**src/rtl/trap_seq_pkg.sv**
```systemverilog
// trap_seq_pkg: shared types and vector defaults for the trap sequencer
package trap_seq_pkg;
    typedef enum logic [2:0] {R0, R1, R2, R3, R4, SP, PC, STATUS} reg_e;
    typedef enum logic [2:0] {PASS, ADD, SUB, AND_OP, OR_OP, XOR_OP, SHL, SHR} alu_op_e;
    typedef enum logic {USER, SUPERVISOR} cpu_mode_e;
    typedef enum logic [1:0] {NONE, IRQ, SW, EXC} trap_cause_e;
    typedef enum logic [1:0] {IDLE, PUSH_PC, PUSH_ST, LOAD_VEC} trap_state_e;
    localparam logic [7:0] HW_VEC_BASE_DEF = 8'h10;
    localparam logic [7:0] SW_VEC_DEF = 8'h02;
    localparam logic [7:0] EXC_VEC_DEF = 8'h03;
endpackage

```
**src/rtl/trap_seq_if.sv**
```systemverilog
// trap_seq_if: register-file/bus control bundle driven by the trap sequencer
interface trap_seq_if import trap_seq_pkg::*; #(
    parameter int VEC_W = 8
);
    logic wr, pre_dec_sp, oe_a_reg, oe_b_reg, oe_b_consts, oe_alu, ld_reg;
    reg_e sel_a_reg, sel_b_reg, sel_in_reg;
    logic [VEC_W-1:0] const_vec;
    alu_op_e alu_op;
    logic imask_in, ld_imask, ld_mode;
    cpu_mode_e mode_in;
    logic mem_ready;
    modport master (
        output wr, pre_dec_sp, oe_a_reg, oe_b_reg, oe_b_consts, oe_alu, ld_reg,
        output sel_a_reg, sel_b_reg, sel_in_reg, const_vec, alu_op,
        output imask_in, ld_imask, ld_mode, mode_in,
        input  mem_ready
    );
    modport slave (
        input  wr, pre_dec_sp, oe_a_reg, oe_b_reg, oe_b_consts, oe_alu, ld_reg,
        input  sel_a_reg, sel_b_reg, sel_in_reg, const_vec, alu_op,
        input  imask_in, ld_imask, ld_mode, mode_in,
        output mem_ready
    );
endinterface

```
**src/rtl/trap_seq_irq_arb.sv**
```systemverilog
// trap_seq_irq_arb: per-line edge/level pending state and lowest-index priority encode
module trap_seq_irq_arb #(
    parameter int N_IRQ = 4,
    parameter logic [N_IRQ-1:0] IRQ_EDGE = '0
) (
    input  logic             clk,
    input  logic             rst_n,
    input  logic             en,
    input  logic [N_IRQ-1:0] irq,
    input  logic [N_IRQ-1:0] irq_en,
    input  logic             imask,
    input  logic             grant,
    output logic             valid,
    output logic [3:0]       idx,
    output logic [N_IRQ-1:0] ack
);
    logic [N_IRQ-1:0] irq_q, pend_q, pend, qual;
    assign pend = (IRQ_EDGE & pend_q) | (~IRQ_EDGE & irq);
    assign qual = pend & irq_en & {N_IRQ{imask}};
    assign valid = |qual;
    assign ack = grant ? N_IRQ'(1) << idx : '0;
    always_comb begin
        idx = '0;
        for (int i = N_IRQ - 1; i >= 0; i--) idx = qual[i] ? 4'(i) : idx;
    end
    // a rising edge coinciding with its own ack keeps the bit set
    always_ff @(posedge clk or negedge rst_n)
        if (!rst_n) begin
            irq_q <= '0;
            pend_q <= '0;
        end else if (en) begin
            irq_q <= irq;
            pend_q <= (irq & ~irq_q) | (pend_q & ~ack);
        end
endmodule

```
**src/rtl/trap_seq.sv**
```systemverilog
// trap_seq: arbitrates irq/sw/exception and sequences the PC/STATUS push and vector load
module trap_seq import trap_seq_pkg::*; #(
    parameter int N_IRQ = 4,
    parameter int VEC_W = 8,
    parameter logic [VEC_W-1:0] HW_VEC_BASE = VEC_W'(HW_VEC_BASE_DEF),
    parameter logic [VEC_W-1:0] SW_VEC = VEC_W'(SW_VEC_DEF),
    parameter logic [VEC_W-1:0] EXC_VEC = VEC_W'(EXC_VEC_DEF),
    parameter logic [N_IRQ-1:0] IRQ_EDGE = '0
) (
    input  logic             clk,
    input  logic             rst_n,
    input  logic             en,
    input  logic             boundary,
    input  logic             sw_int,
    input  logic             exception,
    input  logic [N_IRQ-1:0] irq,
    input  logic [N_IRQ-1:0] irq_en,
    input  logic             imask,
    output logic             take,
    output logic             busy,
    output logic             done,
    output trap_cause_e      cause,
    output logic [3:0]       irq_id,
    output logic [N_IRQ-1:0] irq_ack,
    trap_seq_if.master       bus
);
    trap_state_e state_q, state_d;
    trap_cause_e cause_d;
    logic first_q, valid, push, push_pc;
    logic [3:0] idx;
    trap_seq_irq_arb #(.N_IRQ(N_IRQ), .IRQ_EDGE(IRQ_EDGE)) u_arb (
        .clk    (clk),
        .rst_n  (rst_n),
        .en     (en),
        .irq    (irq),
        .irq_en (irq_en),
        .imask  (imask),
        .grant  (take && cause_d == IRQ),
        .valid  (valid),
        .idx    (idx),
        .ack    (irq_ack)
    );
    assign cause_d = exception ? EXC : sw_int ? SW : valid ? IRQ : NONE;
    assign take = en && boundary && state_q == IDLE && cause_d != NONE;
    assign busy = en && state_q != IDLE;
    assign push = en && (state_q == PUSH_PC || state_q == PUSH_ST);
    assign push_pc = en && state_q == PUSH_PC && first_q;
    always_comb begin
        state_d = take ? PUSH_PC : state_q;
        state_d = push && bus.mem_ready ? (state_q == PUSH_PC ? PUSH_ST : LOAD_VEC) : state_d;
        state_d = en && state_q == LOAD_VEC ? IDLE : state_d;
        done = en && state_q == LOAD_VEC;
        bus.wr = push;
        bus.pre_dec_sp = push && first_q;
        bus.oe_a_reg = push;
        bus.oe_b_reg = push;
        bus.sel_a_reg = !push ? R0 : state_q == PUSH_PC ? PC : STATUS;
        bus.sel_b_reg = push ? SP : R0;
        bus.imask_in = 1'b0;
        bus.ld_imask = push_pc;
        bus.ld_mode = push_pc;
        bus.mode_in = push_pc ? SUPERVISOR : USER;
        bus.oe_b_consts = done;
        bus.oe_alu = done;
        bus.ld_reg = done;
        bus.alu_op = PASS;
        bus.sel_in_reg = done ? PC : R0;
        bus.const_vec = !done ? '0 : cause == EXC ? EXC_VEC : cause == SW ? SW_VEC :
                        HW_VEC_BASE + VEC_W'(irq_id);
    end
    // first_q marks the first enabled cycle after a state change; it freezes with en
    always_ff @(posedge clk or negedge rst_n)
        if (!rst_n) begin
            state_q <= IDLE;
            first_q <= 1'b0;
            cause <= NONE;
            irq_id <= '0;
        end else if (en) begin
            state_q <= state_d;
            first_q <= state_d != state_q;
            if (take) begin
                cause <= cause_d;
                irq_id <= cause_d == IRQ ? idx : 4'd0;
            end
        end
endmodule

```
**src/flat_wrapper.sv**
```systemverilog
// flat-port wrapper written by rule: the top's interface ports become plain ports
module trap_seq_flat import trap_seq_pkg::*;
#(
    parameter int N_IRQ = 4,
    parameter int VEC_W = 8,
    parameter logic [VEC_W-1:0] HW_VEC_BASE = VEC_W'(HW_VEC_BASE_DEF),
    parameter logic [VEC_W-1:0] SW_VEC = VEC_W'(SW_VEC_DEF),
    parameter logic [VEC_W-1:0] EXC_VEC = VEC_W'(EXC_VEC_DEF),
    parameter logic [N_IRQ-1:0] IRQ_EDGE = '0
)
  (clk, rst_n, en, boundary, sw_int, exception, irq, irq_en, imask, take, busy, done, cause, irq_id, irq_ack, bus_wr, bus_pre_dec_sp, bus_oe_a_reg, bus_oe_b_reg, bus_oe_b_consts, bus_oe_alu, bus_ld_reg, bus_sel_a_reg, bus_sel_b_reg, bus_sel_in_reg, bus_const_vec, bus_alu_op, bus_imask_in, bus_ld_imask, bus_ld_mode, bus_mode_in, bus_mem_ready);
  trap_seq_if #(.VEC_W(VEC_W)) bus_i ();
  input  logic clk;
  input  logic rst_n;
  input  logic en;
  input  logic boundary;
  input  logic sw_int;
  input  logic exception;
  input  logic [N_IRQ-1:0] irq;
  input  logic [N_IRQ-1:0] irq_en;
  input  logic imask;
  output logic take;
  output logic busy;
  output logic done;
  output trap_cause_e cause;
  output logic [3:0] irq_id;
  output logic [N_IRQ-1:0] irq_ack;
  output wire logic [$bits(bus_i.wr)-1:0] bus_wr;
  output wire logic [$bits(bus_i.pre_dec_sp)-1:0] bus_pre_dec_sp;
  output wire logic [$bits(bus_i.oe_a_reg)-1:0] bus_oe_a_reg;
  output wire logic [$bits(bus_i.oe_b_reg)-1:0] bus_oe_b_reg;
  output wire logic [$bits(bus_i.oe_b_consts)-1:0] bus_oe_b_consts;
  output wire logic [$bits(bus_i.oe_alu)-1:0] bus_oe_alu;
  output wire logic [$bits(bus_i.ld_reg)-1:0] bus_ld_reg;
  output wire logic [$bits(bus_i.sel_a_reg)-1:0] bus_sel_a_reg;
  output wire logic [$bits(bus_i.sel_b_reg)-1:0] bus_sel_b_reg;
  output wire logic [$bits(bus_i.sel_in_reg)-1:0] bus_sel_in_reg;
  output wire logic [$bits(bus_i.const_vec)-1:0] bus_const_vec;
  output wire logic [$bits(bus_i.alu_op)-1:0] bus_alu_op;
  output wire logic [$bits(bus_i.imask_in)-1:0] bus_imask_in;
  output wire logic [$bits(bus_i.ld_imask)-1:0] bus_ld_imask;
  output wire logic [$bits(bus_i.ld_mode)-1:0] bus_ld_mode;
  output wire logic [$bits(bus_i.mode_in)-1:0] bus_mode_in;
  input wire logic [$bits(bus_i.mem_ready)-1:0] bus_mem_ready;
  assign bus_wr = bus_i.wr;
  assign bus_pre_dec_sp = bus_i.pre_dec_sp;
  assign bus_oe_a_reg = bus_i.oe_a_reg;
  assign bus_oe_b_reg = bus_i.oe_b_reg;
  assign bus_oe_b_consts = bus_i.oe_b_consts;
  assign bus_oe_alu = bus_i.oe_alu;
  assign bus_ld_reg = bus_i.ld_reg;
  assign bus_sel_a_reg = bus_i.sel_a_reg;
  assign bus_sel_b_reg = bus_i.sel_b_reg;
  assign bus_sel_in_reg = bus_i.sel_in_reg;
  assign bus_const_vec = bus_i.const_vec;
  assign bus_alu_op = bus_i.alu_op;
  assign bus_imask_in = bus_i.imask_in;
  assign bus_ld_imask = bus_i.ld_imask;
  assign bus_ld_mode = bus_i.ld_mode;
  assign bus_mode_in = bus_i.mode_in;
  assign bus_i.mem_ready = bus_mem_ready;
  trap_seq #(.N_IRQ(N_IRQ), .VEC_W(VEC_W), .HW_VEC_BASE(HW_VEC_BASE), .SW_VEC(SW_VEC), .EXC_VEC(EXC_VEC), .IRQ_EDGE(IRQ_EDGE)) u_core (.clk(clk), .rst_n(rst_n), .en(en), .boundary(boundary), .sw_int(sw_int), .exception(exception), .irq(irq), .irq_en(irq_en), .imask(imask), .take(take), .busy(busy), .done(done), .cause(cause), .irq_id(irq_id), .irq_ack(irq_ack), .bus(bus_i));
endmodule
```
**config.mk**
```make
export PLATFORM = sky130hd
export DESIGN_NAME = trap_seq_flat
export DESIGN_NICKNAME = d
export VERILOG_FILES = /design/src/rtl/trap_seq_pkg.sv /design/src/rtl/trap_seq_if.sv /design/src/rtl/trap_seq_irq_arb.sv /design/src/rtl/trap_seq.sv /design/src/flat_wrapper.sv
export SDC_FILE = /design/constraint.sdc
export NUM_CORES = 1
export LEC_CHECK = 0
export CORE_MARGIN = 5
export CORE_UTILIZATION = 36
export DETAILED_ROUTE_END_ITERATION = 6
export PLACE_DENSITY = 0.86
export SLEW_MARGIN = 5
export SYNTH_ARGS = -nofsm -noshare
export SYNTH_HDL_FRONTEND = slang
export SYNTH_SLANG_ARGS = --single-unit
```
**constraint.sdc**
```tcl
create_clock -name clk -period 3.47 [get_ports clk]
set_input_delay 0.5205 -clock clk [delete_from_list [all_inputs] [get_ports clk]]
set_output_delay 0.5205 -clock clk [all_outputs]
set_load 0.01 [all_outputs]
```
## Yosys cells after proc, flatten, opt, wreduce, memory -nomap -nowiden

Cells that the tools add are included.

- Bits in latches: 0
- Bits in writable memories: 0
- Flip-flop bits (word level): 9
- Word-level logic and storage cells: 53
- Input bits: 16
- ROM bits: 0
- Memories: 0

- Reductions and logical operators: 17
- $add $sub $neg: 1
- Equal/unequal tests: 7
- Bitwise gates (word level): 2
- $lt $le $gt $ge: 0
- Div/mod/pow operators: 0
- Multipliers: 0
- Multiplexer cells: 21
- Shift operators: 1

Operators with widths:

| operator | number |
|---|---|
| 8-bit two-way mux | 3 |
| 2-bit two-way mux | 10 |
| 1-bit logical AND | 11 |
| 3-bit two-way mux | 3 |
| 4-bit bitwise AND | 2 |
| 2-bit == test, second input constant | 4 |
| 5-bit by 4-bit adder with 6-bit output, first input constant | 1 |
| 2-bit by 1-bit == test with 1-bit output, second input constant | 2 |
| 1-bit two-way mux | 4 |
| 4-bit two-way mux | 1 |
| 2-bit nonzero test | 2 |
| 4-bit OR reduction | 1 |
| 1-bit by 4-bit << shifter with 4-bit output, first input constant | 1 |
| 2-bit logical NOT | 1 |
| 2-bit != test | 1 |
| 2-bit AND reduction | 1 |
| 1-bit logical OR | 1 |

## Logic depth before layout (Yosys ltp)

- Depth after elaboration: 12
- Gate-level depth with buffers: 6
- Mapped depth without buffers: 6

## Cells and area by module

From an unflattened synthesis, not the netlist that was laid out.

- Cells, all modules: 104
- Area total of the unflattened synthesis: 872.1 um^2

By module, submodules not included:

| module | area an instance (um^2) | instances | cells each | sequential area each (um^2) |
|---|---|---|---|---|
| trap_seq | 754.5 | 1 | 83 | 225.2 |
| trap_seq_irq_arb | 117.6 | 1 | 21 | 0.0 |

## Least setup slack after synthesis

Ideal clock, no wire load.

- Kind: reg2out
- Start: register u_core.state_q[1]
- End: output port irq_ack[2]
- Path slack: 1593 ps
- Arrival: 1356 ps
- Path buffers: 0
- Stages on the path, launching flop included: 7
- Cell sequence: dfrtp_1 -> inv_1 -> ha_1 -> and3_1 -> nand3_1 -> nand3b_1 -> nor2_1

- Cells in the longest elaborated chain, start to end: 5

Ends and longest elaborated chain:

| what | line | RTL |
|---|---|---|
| from (decl) | trap_seq.sv:27 | `trap_state_e state_q, state_d;` |
| from (signal assigned) | trap_seq.sv:79 | `state_q <= state_d;` |
| 2-bit logical NOT | trap_seq.sv:44 | `assign take = en && boundary && state_q == IDLE && cause_d != NONE;` |
| 1-bit logical AND (2 in a row) | trap_seq.sv:44 |  |
| 1-bit logical AND | trap_seq.sv:38 | `.grant (take && cause_d == IRQ),` |
| 4-bit two-way mux | trap_seq_irq_arb.sv:21 | `assign ack = grant ? N_IRQ'(1) << idx : '0;` |
| to (decl) | flat_wrapper.sv:27 | `output logic [N_IRQ-1:0] irq_ack;` |

No other way between the ends.

## Worst setup path after layout

- Start: input port en
- End: output port irq_ack[3]

- Cells in the longest elaborated chain, start to end: 5

Ends and longest elaborated chain:

| what | line | RTL |
|---|---|---|
| from (decl) | flat_wrapper.sv:15 | `input logic en;` |
| 1-bit logical AND (3 in a row) | trap_seq.sv:44 |  |
| 1-bit logical AND | trap_seq.sv:38 |  |
| 4-bit two-way mux | trap_seq_irq_arb.sv:21 |  |

No other way between the ends.

==> results.sh <==
export IMPL_ant_nets=0
export IMPL_power_density_nw_per_um2=651.1
export IMPL_slowest_delay_ns=0.64
export IMPL_hold_viol_final=0
export IMPL_outcome="finished clean"
export IMPL_io_buffers=46
export IMPL_drive_above_1_share_pct=4.580
export IMPL_arrival_ns=2.48
export IMPL_drc_errors=0
export IMPL_ctsHtreeMaxLevel=1
export IMPL_cts_tree="done"
export IMPL_clkSinkCount=7
export IMPL_hold_path_class="in -> async"
export IMPL_seqCellArea_um2=175.2
export IMPL_cts_setup_buffers=0
export IMPL_layout_common_cells="clkdlybuf4s50_1, conb_1, nor2_1"
export IMPL_ir_drop_uv=309.1
export IMPL_slew_violations=0
export IMPL_dpl_hpwl_um=1777
export IMPL_cts_root_buf="clkbuf_4"
export IMPL_grt_max_degree=12
export IMPL_syn_area_um2=772.0
export IMPL_die_y_um=56.31
export IMPL_max_freq_mhz=333.3
export IMPL_clk_pin_slew_worst_paths_ns=0.05
export IMPL_gp_congestion=0.7948
export IMPL_crit_chain="clkdlybuf4s50_1 > and3_1 > nand3_1 > nand3b_1 > nor2_1 > clkdlybuf4s50_1"
export IMPL_worstSetupStartpointType="input port"
export IMPL_die_area_um2=3170
export IMPL_fill_cells=187
export IMPL_cts_resized=0
export IMPL_hold_buffers=0
export IMPL_ys_ff_latch=7
export IMPL_clk_latency_ns=0.25
export IMPL_critPathMaxFanout=11
export IMPL_area_growth_pct=47.33
export IMPL_final_cells=158
export IMPL_firstDrtPassIters=4
export IMPL_crit_type="in -> out"
export IMPL_min_period_ns=3.000
export IMPL_antenna_diode_count=0
export IMPL_wire_per_inst_um=13.39
export IMPL_dp_cells=154
export IMPL_routed_via_density=4.703
export IMPL_yosysSeqAreaShare_pct=22.69
export IMPL_cts_buffers=3
export IMPL_reg2reg_depth=6
export IMPL_grt_pass1_vias=800
export IMPL_syn_inst=96
export IMPL_required_ns=2.95
export IMPL_maxCapViolCount=0
export IMPL_antenna_found_initial=0
export IMPL_rows=16
export IMPL_cp_end_kind="primary output"
export IMPL_core_area_um2=2002
export IMPL_chipWidth_um=56.31
export IMPL_synth_cell_types=31
export IMPL_rsz0062_at_grt="false"
export IMPL_crit_slowest_cell="clkdlybuf4s50_1"
export IMPL_dr_total_vias=743
export IMPL_leakagePower_uw=0.0005035
export IMPL_final_setup_viol_count=0
export IMPL_skew_ns=0.002868
export IMPL_fin_nets=151
export IMPL_start_util_pct=38.56
export IMPL_multiInputGateArea_um2=419.2
export IMPL_grt_usage_pct=13.44
export IMPL_ios=60
export IMPL_fin_crit_sh_pct=86.46
export IMPL_cts_buffer_depth=2
export IMPL_grt_pass1_wl_um=3456
export IMPL_drtIter0Drc=7
export IMPL_setup_tns_ns=0
export IMPL_yosysWarnings=0
export IMPL_synth_avg_cell_area_um2=8.042
export IMPL_layout_commonest_cell="clkdlybuf4s50_1"
export IMPL_drt_total_wl_um=2115
export IMPL_gr_total_overflow=0
export IMPL_critPathMostFrequentCell="clkdlybuf4s50_1"
-- cell type report --
| cell class | count | share of cell area (%) |
|---|---|---|
| repair buffers | 46 | 40.48 |
| multi-input cells | 68 | 36.85 |
| flip-flops and latches | 7 | 15.40 |
| well taps | 27 | 2.970 |
| clock buffers | 4 | 2.310 |
| inverters | 6 | 1.980 |
-- logic make-up (layout without fill, tap and decap cells) --
group | count (synthesis) | in the layout | synth area share (%)
and+or+nand+nor | 34 | 34 | 22.04
buffers and inverters | 33 | 56 | 28.85
AOI/OAI and AO/OA | 17 | 17 | 19.77
DFF | 7 | 7 | 22.69
adders and majority gates | 3 | 3 | 4.863
other | 1 | 13 | 0.4858
muxes | 1 | 1 | 1.297
-- report_power, final --
group	total (uW)	switching (uW)	leakage [uW]	internal, uW
logic	507	227	0.000401	280
clock network	73.0	29.2	0.0000150	43.8
registers	161	41.9	0.0000876	119
total	741	298	0.000503	442
-- path summary, 6_finish.rpt --
check	start	to	slack (ns)
setup / recovery	en	irq_ack[3]	0.47
hold reg to reg	u_core.irq_id[1]	u_core.irq_id[1]	0.57
min in group clk	u_core.irq_id[1]	u_core.irq_id[1]	0.57
max in group asynchronous	rst_n	u_core.state_q[0]	2.69
setup reg to reg	u_core.state_q[0]	u_core.first_q	1.73
hold / removal	rst_n	u_core.state_q[1]	0.54
-- metrics by stage --
step / area (um2) / setup slack [ns] / hold WS, ns / utilization (%) / total power, uW
2_1_floorplan: 817.0 / 1.593 / 0.2249 / - / 477.3
3_3_place_gp: 1111 / 0.5494 / 0.5395 / 55.50 / 653.0
3_5_place_dp: 1111 / 0.4987 / 0.5592 / 55.50 / 671.8
4_1_cts: 1137 / 0.4700 / 0.5382 / 56.81 / 751.7
5_1_grt: 1137 / 0.2613 / 0.5465 / 56.81 / 800.3
6_report: 1137 / 0.4697 / 0.5373 / 56.81 / 740.5
-- per-layer routing --
layer	vias to the layer above	wire length [um]	global-route usage [%]
li1	365	-	-
met1	337	794	13.47
met2	39	1131	25.71
met3	2	180	3.899
met4	0	8	5.085
met5	-	0	0
-- cell usage after synthesis (all sizes together) --
cell	n	area, um2
ha	3	37.54
o32ai	1	8.760
clkbuf	1	5.000
nand2	7	26.28
nor2b	3	18.77
a22o	2	26.28
dfrtp	7	175.2
a311oi	1	8.760
and3	6	37.54
nand4	1	6.260
a22oi	1	7.510
o31ai	1	7.510
a32o	1	10.01
nor2	10	37.54
o311a	1	10.01
o21ai	4	31.28
and2	1	6.260
conb	1	3.750
buf	26	195.2
a221o	1	10.01
nand3	3	15.01
nand3b	2	15.01
mux2i	1	10.01
o211a	1	10.01
o22a	1	8.760
nor3b	1	7.510
a21oi	2	13.76
inv	6	22.52
-- critical path, delay by kind of cell --
kind / cells / cell delay (ns)
buffers and inverters: 2 / 1.19
and+or+nand+nor: 4 / 0.77
-- flip-flops by register name (all words and copies together) (netlist names) --
signal          flops
u_core.irq_id       2
u_core.state_q      2
u_core.cause        2
u_core.first_q      1
Note: power is estimated with default switching activity, not from simulation.
